<file path="config.mk">
export PLATFORM = sky130hd
export DESIGN_NAME = if_id_pipe
export DESIGN_NICKNAME = d
export VERILOG_FILES = /design/src/rtl/pipe_pkg.sv /design/src/rtl/if_id_skid.sv /design/src/rtl/if_id_pipe.sv
export SDC_FILE = /design/constraint.sdc
export NUM_CORES = 1
export LEC_CHECK = 0
export CORE_ASPECT_RATIO = 1.2
export CORE_MARGIN = 2
export CORE_UTILIZATION = 48
export CTS_CLUSTER_SIZE = 28
export DETAILED_ROUTE_END_ITERATION = 16
export GPL_TIMING_DRIVEN = 0
export MAX_ROUTING_LAYER = met4
export PLACE_DENSITY = 0.73
export RECOVER_POWER = 50
export SETUP_SLACK_MARGIN = 0.3
export SLEW_MARGIN = 0
export SYNTH_ARGS = -nofsm -noshare
export SYNTH_HDL_FRONTEND = slang
export SYNTH_HIERARCHICAL = 1
export SYNTH_SLANG_ARGS = --single-unit
</file>
<file path="constraint.sdc">
create_clock -name clk -period 3.4 [get_ports clk]
set_input_delay 0.68 -clock clk [delete_from_list [all_inputs] [get_ports clk]]
set_output_delay 0.68 -clock clk [all_outputs]
set_load 0.01 [all_outputs]
</file>
<file path="src/rtl/pipe_pkg.sv">
// Shared types and helpers for the IF/ID pipeline register.
package pipe_pkg;

    // Field widths of the default configuration.
    localparam int DEF_REG_W     = 3;
    localparam int DEF_IMM_OUT_W = 3;
    localparam int DEF_PCW       = 8;

    // One decoded IF/ID entry in the default configuration.
    typedef struct packed {
        logic [DEF_REG_W-1:0]     rs1;
        logic [DEF_REG_W-1:0]     rs2;
        logic [DEF_REG_W-1:0]     rd;
        logic [DEF_IMM_OUT_W-1:0] imm;
        logic [DEF_PCW-1:0]       pc;
        logic                     regwrite;
        logic                     wbsel;
    } if_id_entry_t;

    // The zero bubble: invalid slot, nothing written back.
    localparam if_id_entry_t IF_ID_BUBBLE = '0;

    // Right-aligns the field that starts at bit lsb.
    // The caller truncates the result to the field width.
    function automatic logic [63:0] slice_field(input logic [63:0] word,
                                                input int unsigned lsb);
        return word >> lsb;
    endfunction

endpackage

</file>
<file path="src/rtl/if_id_skid.sv">
// Two-entry skid buffer: a main entry that drives the outputs and an
// internal skid entry that absorbs one instruction while decode stalls.
// Handshake: a transfer happens on a rising edge where valid and ready
// are both high; in_ready is registered and never depends on out_ready.
module if_id_skid
    import pipe_pkg::*;
#(
    parameter type entry_t = if_id_entry_t
) (
    input  logic   clk,
    input  logic   rst,
    input  logic   flush,
    input  logic   in_valid,
    output logic   in_ready,
    input  entry_t in_data,
    output logic   out_valid,
    input  logic   out_ready,
    output entry_t out_data
);

    localparam entry_t BUBBLE = '0;

    logic   main_valid_q, main_valid_d;
    logic   skid_valid_q, skid_valid_d;
    entry_t main_data_q,  main_data_d;
    entry_t skid_data_q,  skid_data_d;
    logic   accept;
    logic   pop;

    assign in_ready  = ~skid_valid_q;
    assign out_valid = main_valid_q;
    assign out_data  = main_data_q;
    assign accept    = in_valid & ~skid_valid_q;
    assign pop       = main_valid_q & out_ready;

    // Next-state of both entries; flush beats every other transition.
    always_comb begin
        main_valid_d = main_valid_q;
        main_data_d  = main_data_q;
        skid_valid_d = skid_valid_q;
        skid_data_d  = skid_data_q;
        if (flush) begin
            main_valid_d = 1'b0;
            main_data_d  = BUBBLE;
            skid_valid_d = 1'b0;
            skid_data_d  = BUBBLE;
        end else if (!main_valid_q) begin
            // Skid is never occupied while main is empty.
            main_valid_d = accept;
            main_data_d  = accept ? in_data : BUBBLE;
        end else if (pop) begin
            if (skid_valid_q) begin
                main_data_d  = skid_data_q;
                skid_valid_d = 1'b0;
                skid_data_d  = BUBBLE;
            end else if (accept) begin
                main_data_d  = in_data;
            end else begin
                main_valid_d = 1'b0;
                main_data_d  = BUBBLE;
            end
        end else if (accept) begin
            skid_valid_d = 1'b1;
            skid_data_d  = in_data;
        end
    end

    // Entry registers with synchronous reset to the empty state.
    always_ff @(posedge clk) begin
        if (rst) begin
            main_valid_q <= 1'b0;
            main_data_q  <= BUBBLE;
            skid_valid_q <= 1'b0;
            skid_data_q  <= BUBBLE;
        end else begin
            main_valid_q <= main_valid_d;
            main_data_q  <= main_data_d;
            skid_valid_q <= skid_valid_d;
            skid_data_q  <= skid_data_d;
        end
    end

endmodule

</file>
<file path="src/rtl/if_id_pipe.sv">
// IF/ID pipeline register: decodes register and immediate fields at
// capture, buffers through a two-entry skid and counts useful flushes.
module if_id_pipe
    import pipe_pkg::*;
#(
    parameter int IW         = 8,
    parameter int PCW        = 8,
    parameter int REG_W      = 3,
    parameter int RS1_LSB    = 3,
    parameter int RS2_LSB    = 0,
    parameter int RD_LSB     = 3,
    parameter int IMM_LSB    = 0,
    parameter int IMM_W      = 3,
    parameter int IMM_OUT_W  = 3,
    parameter int IMM_SIGNED = 0,
    parameter int CNT_W      = 8
) (
    input  logic                 clk,
    input  logic                 rst,
    input  logic                 in_valid,
    output logic                 in_ready,
    input  logic [IW-1:0]        instrcode,
    input  logic [PCW-1:0]       pc_in,
    input  logic                 regwrite,
    input  logic                 wbsel,
    input  logic                 flush,
    output logic                 out_valid,
    input  logic                 out_ready,
    output logic [REG_W-1:0]     read_reg1,
    output logic [REG_W-1:0]     read_reg2,
    output logic [REG_W-1:0]     write_reg,
    output logic [IMM_OUT_W-1:0] immdata,
    output logic                 regwriteout,
    output logic                 wbsel_out,
    output logic [PCW-1:0]       pc_out,
    output logic [CNT_W-1:0]     flush_count
);

    typedef struct packed {
        logic [REG_W-1:0]     rs1;
        logic [REG_W-1:0]     rs2;
        logic [REG_W-1:0]     rd;
        logic [IMM_OUT_W-1:0] imm;
        logic [PCW-1:0]       pc;
        logic                 regwrite;
        logic                 wbsel;
    } entry_t;

    entry_t           in_entry;
    entry_t           main_entry;
    logic [IMM_W-1:0] imm_raw;
    logic [CNT_W-1:0] flush_count_q, flush_count_d;

    // Slice and extend the incoming instruction into an entry.
    always_comb begin
        imm_raw           = IMM_W'(slice_field(64'(instrcode), IMM_LSB));
        in_entry          = '0;
        in_entry.rs1      = REG_W'(slice_field(64'(instrcode), RS1_LSB));
        in_entry.rs2      = REG_W'(slice_field(64'(instrcode), RS2_LSB));
        in_entry.rd       = REG_W'(slice_field(64'(instrcode), RD_LSB));
        if (IMM_SIGNED != 0) begin
            in_entry.imm  = IMM_OUT_W'(signed'(imm_raw));
        end else begin
            in_entry.imm  = IMM_OUT_W'(imm_raw);
        end
        in_entry.pc       = pc_in;
        in_entry.regwrite = regwrite;
        in_entry.wbsel    = wbsel;
    end

    if_id_skid #(
        .entry_t (entry_t)
    ) u_skid (
        .clk       (clk),
        .rst       (rst),
        .flush     (flush),
        .in_valid  (in_valid),
        .in_ready  (in_ready),
        .in_data   (in_entry),
        .out_valid (out_valid),
        .out_ready (out_ready),
        .out_data  (main_entry)
    );

    assign read_reg1   = main_entry.rs1;
    assign read_reg2   = main_entry.rs2;
    assign write_reg   = main_entry.rd;
    assign immdata     = main_entry.imm;
    assign pc_out      = main_entry.pc;
    assign regwriteout = main_entry.regwrite;
    assign wbsel_out   = main_entry.wbsel;
    assign flush_count = flush_count_q;

    // Count flushes that actually threw something away (skid occupied
    // is visible as in_ready low); hold at all-ones.
    always_comb begin
        flush_count_d = flush_count_q;
        if (flush && (out_valid || !in_ready) && (flush_count_q != '1)) begin
            flush_count_d = flush_count_q + 1'b1;
        end
    end

    // Flush counter register.
    always_ff @(posedge clk) begin
        if (rst) begin
            flush_count_q <= '0;
        end else begin
            flush_count_q <= flush_count_d;
        end
    end

endmodule

</file>
-- Yosys cells after proc, flatten, opt, wreduce, memory -nomap -nowiden
Cells that the tools add are included.
- register bits: 54
- input port bits: 23
- output and inout port bits: 32
- word-level logic and storage cells: 44
- add/subtract/negate cells: 1
- eq/ne operators: 3
- muxes and demuxes: 13
- bitwise gates (word level): 3
- reduce and logical (&&, ||, !) cells: 7
- operator list (cell ; count):
    22-bit 2-to-1 mux ; 7
    8-bit by 1-bit adder with 8-bit output, second input constant ; 1
    8-bit != test, second input constant ; 1
    1-bit 2-to-1 mux ; 6
    3-bit AND reduction ; 1
    1-bit bitwise AND ; 2
    1-bit logical AND ; 2
    2-bit by 1-bit != test with 1-bit output, second input constant ; 1
    2-bit != test, second input constant ; 1
    2-bit AND reduction ; 1
    2-bit nonzero test ; 1
    2-bit OR reduction ; 1
    1-bit logical OR ; 1
    1-bit NOT ; 1

-- Depth between registers and ports, before layout
- depth after elaboration: 6
- mapped depth: 7

-- Cells and area by module
The synthesis kept the hierarchy.
- by module, submodules not included (module ; times used ; cells each ; area each (um^2) ; seq. area each (um^2)):
    if_id_skid ; 1 ; 190 ; 1990.7 ; 920.9
    if_id_pipe ; 1 ; 48 ; 416.6 ; 160.2

-- Worst setup path after synthesis
No wires, ideal clock.
- path type: register to register
- from: register u_skid.skid_valid_q
- to: register flush_count_q[5] (netlist: flush_count[5])
- setup time: 0.125 ns
- data arrival time: 1.403 ns
- data required time: 3.275 ns
- path slack: 1.872 ns
- stages on the path, launching flop included: 8
- buffers on the path: 2
- path through: dfxtp_1 buf_6 buf_2 inv_1 nor2b_1 nor4_1 mux2i_1 nor2_1
- cells in the longest elaborated chain, start to end: 3
- ends and longest elaborated chain (item ; line ; RTL):
    from (decl) ; if_id_skid.sv:24 ; logic skid_valid_q, skid_valid_d;
    from (signal assigned) ; if_id_skid.sv:78 ; skid_valid_q <= skid_valid_d;
    1-bit logical OR ; if_id_pipe.sv:98 ; if (flush && (out_valid || !in_ready) && (flush_count_q != '1)) begin
    1-bit logical AND (2 in series) ; if_id_pipe.sv:98 ;
    to (signal assigned) ; if_id_pipe.sv:108 ; flush_count_q <= flush_count_d;
    to (decl) ; if_id_pipe.sv:52 ; logic [CNT_W-1:0] flush_count_q, flush_count_d;
Every way passes these cells.
A chain may end at the register's enable or synchronous reset.

-- Worst setup path after layout
- from: register u_skid.skid_valid_q
- to: output in_ready
- cells in the longest elaborated chain, start to end: 1
- ends and longest elaborated chain (item ; line ; RTL):
    1-bit NOT ; if_id_skid.sv:30 ; assign in_ready = ~skid_valid_q;
    to (decl) ; if_id_pipe.sv:21 ; output logic in_ready,
Every way passes these cells.

==> key figures <==
Status
  • Status: finished clean

Setup path
  • Critical path startpoint category: flip-flop
  • CP arrival: 1.83 ns
  • Classification of the worst setup path: reg -> out
  • Register-to-Register Path Depth: 7
  • Crit-path max FO: 10
  • Critical Path Sink Type: primary output
  • CP Data Required Time: 2.72 ns

Place
  • DP Cell Count: between 300 and 400
  • Port Buffer Count: 52
  • Hpwl dp: 3986 microns
  • RD Place Congestion: slightly above 0.8
  • Area after DPL: 0.003003 sq mm

Die
  • Die area: 0.005600 sq mm
  • # IOs: between 50 and 60
  • Row cnt: 28
  • Die X: 68.65 microns
  • Initial Utilization: 0.4943
  • Height of the chip: 81.58 microns
  • Core footprint: 0.004870 sq mm

Synthesis
  • Avg Synthesized Cell Area: 10.11 sq um
  • Post-synthesis sequential area ratio: 0.4491
  • Mapped Cells: between 200 and 250
  • Top_reg_cell synth: dfxtp_1
  • Distinct cells, synth: 42
  • Register bit total from synthesis: 54
  • Ys async rst share: 0
  • Syn Std Cell Area: 0.002407 sq mm
  • Net Count, Synth: 262
  • Synth warnings: 6
  • Post-synth EDFFs: 0

GRT
  • Largest net degree at the start of global routing: 17
  • Antenna violations before repair: 0
  • First-pass GRT wire length: 9101 microns
  • GRT overflow: 0
  • Number of global-route vias before repair: 1903
  • GRT Overall Usage: 0.2219

Flow run
  • Max Cap Violations: 0

Finish
  • ANT cells: 0
  • Design Area, Final: 0.003078 sq mm
  • Multi-input gate area: roughly 0.0011 sq mm
  • Filler cells: around 430
  • Share of layout cells above drive strength 1: 0.1650
  • Post-Layout Cell Count: 357
  • Register area: 0.001081 sq mm
  • Final net count: 321
  • Area growth, synth to finish: 27.86%

Timing
  • Final setup violation count: 0
  • Worst Clk Skew: between 0.01 and 0.015 ns
  • Setup TNS: 0 ns
  • Slew Limit Fails: 0
  • Hold Violations, Final: 0
  • Slew @ Worst Pin: 0.5441 ns
  • RSZ-0062 raised after global routing: no
  • Slew margin rel.: 0.6373
  • Final Critical Period: 2.513 ns
  • Hold WS: 0.5090 ns
  • Period utilization: 0.7390
  • Fmax: 398.0 MHz

Power and ir drop
  • Clk network pwr share: 0.346
  • Reg power frac: 0.533
  • Pwr/cell area: just under 400 mW/mm^2
  • Logic gate share of total power: 0.121
  • P_leak: ~1.2 nW
  • Max rail drop VDD: 0.3620 mV
  • Sw Ratio: 0.2315
  • P_int: 0.0009395 W
  • Switching pwr: 0.0002830 W

Hold path
  • Worst min path class: reg -> reg
  • WHS Path Cells: 2

Clock tree
  • Post-CTS sizing: 0
  • Clock sink total: 54
  • H-tree Lvls: 2
  • Clk_lat worst skew: 0.31 ns
  • CTS Root Cell: clkbuf_8
  • Clock tree from TritonCTS: built
  • CTS hold repair buffers: 0
  • Clk buf depth: 2
  • Post-CTS setup buffers: 0
  • Worst-path clk slew: 0.10 ns
  • Cts bufs inserted: 5

Detailed routing
  • Residual DRC: 0
  • WL final: 5761 microns
  • Post-DRT Antenna Nets: 0
  • Via count: 2077
  • Vias per cell: 5.818
  • Initial drt markers: 115
  • Wire length per cell: ~16 microns
  • First-pass DRT Iterations: 4
-- final timing paths --
check	startpoint	endpoint	slack, ns
worst max-delay path	u_skid/skid_valid_q	in_ready	0.89
worst min-delay path	u_skid/out_data[20]	u_skid/out_data[20]	0.51
worst max register to register	u_skid/skid_valid_q	flush_count[7]	1.25
worst min register to register	u_skid/out_data[20]	u_skid/out_data[20]	0.51
-- power by group through the flow --
stage | registers (W) | logic (W) | clock network, W
after floorplan | 0.000671 | 0.0000768 | 0
after global placement | 0.000666 | 0.000151 | 0
after CTS | 0.000652 | 0.000153 | 0.000433
after global routing | 0.000653 | 0.000162 | 0.000459
after detailed placement | 0.000667 | 0.000152 | 0
final | 0.000652 | 0.000148 | 0.000422
-- registers in the layout, summed over array words and instances (netlist names) --
| register | cells |
|---|---|
| u_skid/out_data | 22 |
| u_skid/out_valid | 1 |
| u_skid/skid_valid_q | 1 |
| u_skid/skid_data_q | 22 |
| flush_count | 8 |
-- through the flow --
stage                     setup WS, ns  total power [W]  utilization
after floorplan                  1.872        0.0007474            -
after global placement           1.180        0.0008172       0.6167
after detailed placement         1.122        0.0008189       0.6167
after CTS                        1.093         0.001238       0.6387
after global routing            0.7239         0.001274       0.6321
final                           0.8873         0.001223       0.6321
-- cells by family after synthesis --
kind of cell | synth area share
multiplexers | 0.008316
flip-flops | 0.4491
XOR/XNOR | 0.003639
adder cells (fa/ha/maj) | 0.005197
AO/OA/AOI/OAI | 0.3436
buffers and inverters | 0.06705
AND/OR/NAND/NOR | 0.1232
-- final cells by class --
type / count / area share
Clock buffer: 5 / 0.02236
Sequential cell: 54 / 0.3512
Tap cell: 60 / 0.02439
Multi-Input combinational cell: 158 / 0.3711
Timing Repair Buffer: 52 / 0.1691
Clock inverter: 2 / 0.01260
Buffer: 23 / 0.04553
Inverter: 3 / 0.003659
-- cells in the mapped netlist (4+ instances only) --
cell type	n	share of area
clkbuf_1	5	0.0078
buf_4	5	0.016
nor2_1	29	0.045
o21ai_0	18	0.037
o221a_1	20	0.094
a22oi_1	22	0.069
a21bo_2	22	0.091
buf_6	5	0.023
dfxtp_1	54	0.45
o21ai_1	4	0.0083
buf_2	5	0.010
-- layout by cell type, fill, tap and decap left out, types with 4 or more instances in the layout --
master           count
nor3_1               4
nor2_1              29
clkbuf_8             5
o21ai_0             18
o221a_1             20
dfxtp_1             54
a21bo_2             22
dlygate4sd3_1       14
clkbuf_1             9
clkdlybuf4s50_1     38
buf_6                5
a22oi_1             22
o21ai_1              4
-- critical path: stages, from the launching register on --
cell and delay, ns:
dfxtp_1 0.33, buf_6 0.14, clkbuf_1 0.38, inv_1 0.16, clkdlybuf4s50_1 0.51
-- per-layer routing --
layer,up-vias,wire length (microns),global-route usage
met5,-,0,-
met3,6,253,0.04521
met1,1012,2647,0.2882
met4,0,58,0.07800
met2,51,2802,0.3413
li1,1008,-,-
(Power assumes the default switching activity.)
